[src/rtl/imem_loader.sv]
// rtl/imem_loader.sv - boot-time byte-stream loader writing big-endian words into instruction memory
module imem_loader #(
    parameter int ADDR_W = 10
) (
    input  logic              clk,
    input  logic              rst_n,
    input  logic              start,
    input  logic [7:0]        s_data,
    input  logic              s_valid,
    output logic              s_ready,
    output logic              im_we,
    output logic [ADDR_W-1:0] im_addr,
    output logic [31:0]       im_wdata,
    output logic              cpu_hold,
    output logic              busy,
    output logic              done,
    output logic              err
);
    typedef enum logic [2:0] {
        IDLE, HDR_HI, HDR_LO, DATA, CSUM, DONE, ERR
    } state_t;

    localparam logic [31:0] CAPACITY = 32'd1 << ADDR_W;

    state_t            state;
    logic [15:0]       n_words;
    logic [ADDR_W-1:0] word_idx;
    logic [1:0]        byte_idx;
    logic [23:0]       wbuf;
    logic [7:0]        csum;
    logic              accept;
    logic [15:0]       n_next;
    logic              last_word;

    assign accept    = s_valid && s_ready;
    assign n_next    = {n_words[15:8], s_data};
    assign last_word = (32'(word_idx) == (32'(n_words) - 32'd1));

    always_ff @(posedge clk) begin
        if (!rst_n) begin
            state    <= IDLE;
            s_ready  <= 1'b0;
            im_we    <= 1'b0;
            im_addr  <= '0;
            im_wdata <= '0;
            cpu_hold <= 1'b1;
            busy     <= 1'b0;
            done     <= 1'b0;
            err      <= 1'b0;
            n_words  <= '0;
            word_idx <= '0;
            byte_idx <= '0;
            wbuf     <= '0;
            csum     <= '0;
        end else begin
            im_we <= 1'b0;
            case (state)
                IDLE, DONE, ERR: begin
                    if (start) begin
                        state    <= HDR_HI;
                        s_ready  <= 1'b1;
                        busy     <= 1'b1;
                        cpu_hold <= 1'b1;
                        done     <= 1'b0;
                        err      <= 1'b0;
                        n_words  <= '0;
                        word_idx <= '0;
                        byte_idx <= '0;
                        csum     <= '0;
                    end
                end
                HDR_HI: begin
                    if (accept) begin
                        n_words[15:8] <= s_data;
                        state         <= HDR_LO;
                    end
                end
                HDR_LO: begin
                    if (accept) begin
                        n_words[7:0] <= s_data;
                        if (32'(n_next) > CAPACITY) begin
                            state   <= ERR;
                            s_ready <= 1'b0;
                            busy    <= 1'b0;
                            err     <= 1'b1;
                        end else if (n_next == 16'd0) begin
                            state <= CSUM;
                        end else begin
                            state <= DATA;
                        end
                    end
                end
                DATA: begin
                    if (accept) begin
                        csum     <= csum ^ s_data;
                        byte_idx <= byte_idx + 2'd1;
                        wbuf     <= {wbuf[15:0], s_data};
                        if (byte_idx == 2'd3) begin
                            im_we    <= 1'b1;
                            im_addr  <= word_idx;
                            im_wdata <= {wbuf, s_data};
                            // wraps to zero after a full-capacity load; never read again
                            word_idx <= word_idx + 1'b1;
                            if (last_word) begin
                                state <= CSUM;
                            end
                        end
                    end
                end
                CSUM: begin
                    if (accept) begin
                        s_ready <= 1'b0;
                        busy    <= 1'b0;
                        if (s_data == csum) begin
                            state    <= DONE;
                            done     <= 1'b1;
                            cpu_hold <= 1'b0;
                        end else begin
                            state <= ERR;
                            err   <= 1'b1;
                        end
                    end
                end
                default: begin
                    state   <= IDLE;
                    s_ready <= 1'b0;
                    busy    <= 1'b0;
                end
            endcase
        end
    end
endmodule
[config.mk]
export PLATFORM = sky130hd
export DESIGN_NAME = imem_loader
export DESIGN_NICKNAME = d
export VERILOG_FILES = /design/src/rtl/imem_loader.sv
export SDC_FILE = /design/constraint.sdc
export NUM_CORES = 1
export LEC_CHECK = 0
export CORE_MARGIN = 5
export CORE_UTILIZATION = 55
export CTS_CLUSTER_DIAMETER = 200
export DETAILED_ROUTE_END_ITERATION = 10
export PLACE_DENSITY = 0.79
export SYNTH_ARGS = -nofsm -noshare
export SYNTH_HDL_FRONTEND = slang
export SYNTH_SLANG_ARGS = --single-unit
export TNS_END_PERCENT = 100
[constraint.sdc]
create_clock -name clk -period 2.6 [get_ports clk]
set_clock_uncertainty 0.2 [all_clocks]
set_input_delay 0.39 -clock clk [delete_from_list [all_inputs] [get_ports clk]]
set_output_delay 0.39 -clock clk [all_outputs]
set_load 0.01 [all_outputs]
* After elaboration in Yosys (flattened, before gate mapping)
Index checks and enable logic that the tools add are counted.
** Storage, ports and cells
- Register bits after elaboration :: 110
- Output and inout port bits :: 48
- Word-level logic and storage cells :: 103
** Cells by class
- Add/subtract/negate cells :: 3
- Magnitude comparators :: 1
- Equal/unequal tests :: 19
- Muxes and demuxes :: 43
- Bitwise gates (word level) :: 2
- Reduce and logical (&&, ||, !) cells :: 21
** Operators by type and width (count)
- $pmux 8 s2 :: 3
- $eq 10x32->1 :: 1
- $mux 10 :: 3
- $mux 3 :: 9
- $mux 8 :: 3
- $ne 2x2->1 const B :: 10
- $pmux 10 s2 :: 1
- $sub 16x1->17 const B :: 1
- $gt 16x11->1 const B :: 1
- $logic_not 16->1 :: 1
- $mux 16 :: 1
- $pmux 3 s5 :: 1
- $reduce_and 3->1 :: 5
- $mux 1 :: 14
- $add 10x1->10 const B :: 1
- $eq 3x3->1 const B :: 3
- $eq 8x8->1 :: 1
- $reduce_and 4->1 :: 2
- $reduce_bool 2->1 :: 4
- $xor 8x8->8 :: 1
- $reduce_and 7->1 :: 1
- $eq 3x2->1 const B :: 2
- $mux 2 :: 3
- $reduce_and 6->1 :: 1
- other kinds (15) :: 16

* Logic depth before layout (Yosys ltp)
- Depth after elaboration :: 6
- Gate-level depth with buffers :: 9
- Mapped depth without buffers :: 8

* Least setup slack after synthesis
OpenSTA, ideal clock, no wires.
- Path type :: reg2reg
- From :: register n_words[3]
- To :: register state[1]
- Setup time :: 128 ps
- Arrival time :: 2005 ps
- Data required time :: 2272 ps
- Setup slack :: 267 ps
- Stages on the path, launching flop included :: 8
- Clock period less this slack :: 2333 ps
- Path through :: dfxtp_1 > buf_6 > or4_4 > or4_1 > o221ai_1 > o211ai_1 > nor4_2 > a21boi_1
** On the way
- Longest elaborated chain between the ends :: 4
** Ends and longest elaborated chain
- start: declaration :: line 26 : logic [15:0] n_words;
- start signal: assignment :: line 80 : n_words[7:0] <= s_data;
- $sub 16x1->17 :: line 37 : assign last_word = (32'(word_idx) == (32'(n_words) - 32'd1));
- $eq 10x32->1 :: line 37
- $ne 2x2->1 (no line)
- $reduce_and 7->1 (no line)
- end signal: assignment :: line 41 : state <= IDLE;
- end signal: assignment :: line 60 : state <= HDR_HI;
- end signal: assignment :: line 75 : state <= HDR_LO;
- end: declaration :: line 25 : state_t state;
No other way between the ends.
A chain may end at the register's enable or synchronous reset.

* Worst setup path after layout
- From :: register n_words[4]
- To :: register state[1]
Same word-level chain as after synthesis.

==> reports/qor.yml <==
clock_tree:
  clk_pin_slew_worst_paths_ns: 0.12
  htreeDepth: 3
  postCtsSetupBuffers: 0
  root_buffer: "clkbuf_8"
  cts_tree: "yes"
  cts.sinks: 110
  cts.repair.resized: 0
  cts_inserted_buffers: 9
  cts_hold_buffers: 0
  clock_path_buffers: 2
  clk_latency_ns: 0.38
routing:
  first_iter_violations: 318
  vias: 4550
  wl_met2_microns: 6200
  wl_met3_microns: 608
  wl_met1_microns: 5390
  wl_microns: 12600
  routedWlPerCell_microns: 15.7
  via_per_inst: 5.68
  drc: 0
  drt.antenna.violating_nets: 0
  highest_layer: "met4"
  first_pass_iters: 5
outcome:
  outcome: "completed"
grt:
  grt_util_all_layers: 0.245
  grt_pass1_vias: 4353
  grt_pass1_wl_microns: 20700
  grt_max_degree: 44
  grt.overflow.total: 0
  antenna_found_initial: 0
timing:
  slew_violations: 0
  min_period_ns: 2.50
  timing.fmax_mhz: 400
  hold_violations: 0
  min_period_over_period: 0.961
  worstMarginPinSlew_ns: 0.532
  slew_headroom: 0.645
  rsz0062_at_grt: "no"
  tns_ns: 0
  setup_viol: 0
synthesis:
  synth_cell_types: 52
  synth_area_leaders: "dfxtp_1 46%, nand2_1 14%, a21oi_1 10%"
  yosys.area.top_type_share: 0.459
  synth_most_common_cell: "nand2_1"
  synth_top_area_cell: "dfxtp_1"
  ys.warnings.count: 0
  syn_avg_cell_area_sq_um: 7.64
  synthesis.area_sq_um: 4800
  synth-seq-cells: 110
  yosysSeqAreaShare: 0.459
  synthTopCellsByCount: "173 x nand2_1, 110 x dfxtp_1, 100 x a21oi_1"
  synth_top_flop_cell: "dfxtp_1"
  synth_nets: 643
  syn-instance-count: 628
  synth_edf_count: 0
  synthArstFlopShare: 0
setup_path:
  startpoint_type: "register"
  cp.required_ns: 2.66
  arrival_ns: 2.56
  worstSetupPathType: "register to register"
  critPathMaxFanout: 6
  cp-end-kind: "register"
floorplanning:
  io_pins: 60
  initial_utilization: 0.558
  dieArea_sq_um: 10700
  rows: 34
  fp.coreArea_sq_um: 8590
  die_y_microns: 103
  fp.dieW_microns: 103
pwr:
  pwr-share-comb: 0.228
  netSwitchingFraction: 0.332
  power_density_nw_per_um2: 637
  seq_power_share: 0.491
  p_int_w: 0.00249
  ir_worst_vdd_v: 0.000431
  power.share.clock: 0.281
  p_sw_w: 0.00123
  p_leak_nw: 1.97
finish:
  drive_above_1_share: 0.0996
  post-route-util: 0.681
  regArea_sq_um: 2200
  finalNetCount: 703
  fillCellCount: 718
  multiInputGateArea_sq_um: 2380
  syn_to_final_growth_pct: 22.0
  diodes: 0
place:
  portBuffers: 59
  gp_congestion: 0.938
  dp_hpwl_microns: 8870
run:
  drv_cap: 0
min_path:
  hold_path_class: "register to register"
final timing paths:
kind | startpoint | endpoint | slack (ns) | cells after the start
setup / recovery | n_words[4] | state[1] | 0.10 | 6
hold / removal | wbuf[19] | im_wdata[27] | 0.26 | 2
setup reg to reg | n_words[4] | state[1] | 0.10 | 6
hold reg to reg | wbuf[19] | im_wdata[27] | 0.26 | 2
power groups by stage:
stage,registers (W),clock network (W),logic [W]
after floorplan,0.00181,0,0.000587
after CTS,0.00183,0.00107,0.000838
after global routing,0.00184,0.00114,0.000925
after global placement,0.00186,0,0.000804
final,0.00183,0.00105,0.000848
after detailed placement,0.00187,0,0.000829
cell type report:
| cell class | count | share of cell area |
|---|---|---|
| multi-input combinational | 464 | 0.407 |
| sequential | 110 | 0.376 |
| timing repair buffer | 94 | 0.152 |
| tap | 108 | 0.0231 |
| clock buffer | 9 | 0.0212 |
| clock inverter | 7 | 0.0139 |
| inverter | 9 | 0.00578 |
stage by stage:
stage / setup slack, ns / power [W] / hold WS (ns) / std cells / cell area, sq um
after floorplan: 0.267 / 0.00240 / 0.232 / 628 / 4800
after global placement: 0.0592 / 0.00267 / 0.241 / 785 / 5640
after detailed placement: -0.0111 / 0.00270 / 0.247 / 785 / 5640
after CTS: 0.104 / 0.00373 / 0.264 / 801 / 5850
after global routing: 0.00692 / 0.00391 / 0.274 / 801 / 5850
final: 0.102 / 0.00372 / 0.263 / 801 / 5850
critical path, stage by stage, from the launching register on:
cell      delay [ns]
dfxtp_1         0.40
or4_4           0.54
or4_1           0.51
o221ai_1        0.19
o211ai_1        0.13
nor4_2          0.29
a21boi_1        0.13
kinds of logic after synthesis:
| logic type | Yosys count | synth area share |
|---|---|---|
| compound gates | 150 | 0.173 |
| simple gates | 282 | 0.261 |
| fa+ha+maj | 3 | 0.00783 |
| flops | 110 | 0.459 |
| xor+xnor | 27 | 0.0493 |
| buf+inv | 54 | 0.0451 |
| mux | 2 | 0.00470 |
registers in the layout (all words and copies together) (netlist names), 2 cells and up:
| name | count |
|---|---|
| byte_idx | 2 |
| csum | 8 |
| im_addr | 10 |
| im_wdata | 32 |
| n_words | 16 |
| state | 3 |
| wbuf | 24 |
| word_idx | 10 |
cell usage in the layout, fill, tap and decap left out, drive strengths merged, types with 2 or more instances in the layout:
cell type | netlist | final
a21boi | 2 | 2
a21oi | 100 | 100
a31oi | 5 | 5
and2 | 3 | 3
and3 | 5 | 5
buf | 5 | 35
clkbuf | 40 | 9
clkdlybuf4s50 | 0 | 59
clkinv | 1 | 4
dfxtp | 110 | 110
ha | 3 | 3
inv | 8 | 12
mux2 | 2 | 2
nand2 | 174 | 174
nand2b | 4 | 4
nand3 | 26 | 26
nand4 | 8 | 8
nor2 | 27 | 27
nor2b | 3 | 3
nor3 | 6 | 6
nor4 | 7 | 7
o211a | 2 | 2
o211ai | 5 | 5
o21ai | 24 | 24
o311ai | 2 | 2
or2 | 8 | 8
or3 | 5 | 5
or4 | 3 | 3
xnor2 | 18 | 18
xor2 | 9 | 9
metal layers:
| layer | vias up | track usage |
|---|---|---|
| met5 | - | 0 |
| met4 | 0 | 0.116 |
| met3 | 29 | 0.0429 |
| met2 | 162 | 0.407 |
| met1 | 2117 | 0.309 |
| li1 | 2242 | - |
Power figures use the tool's default switching activity.
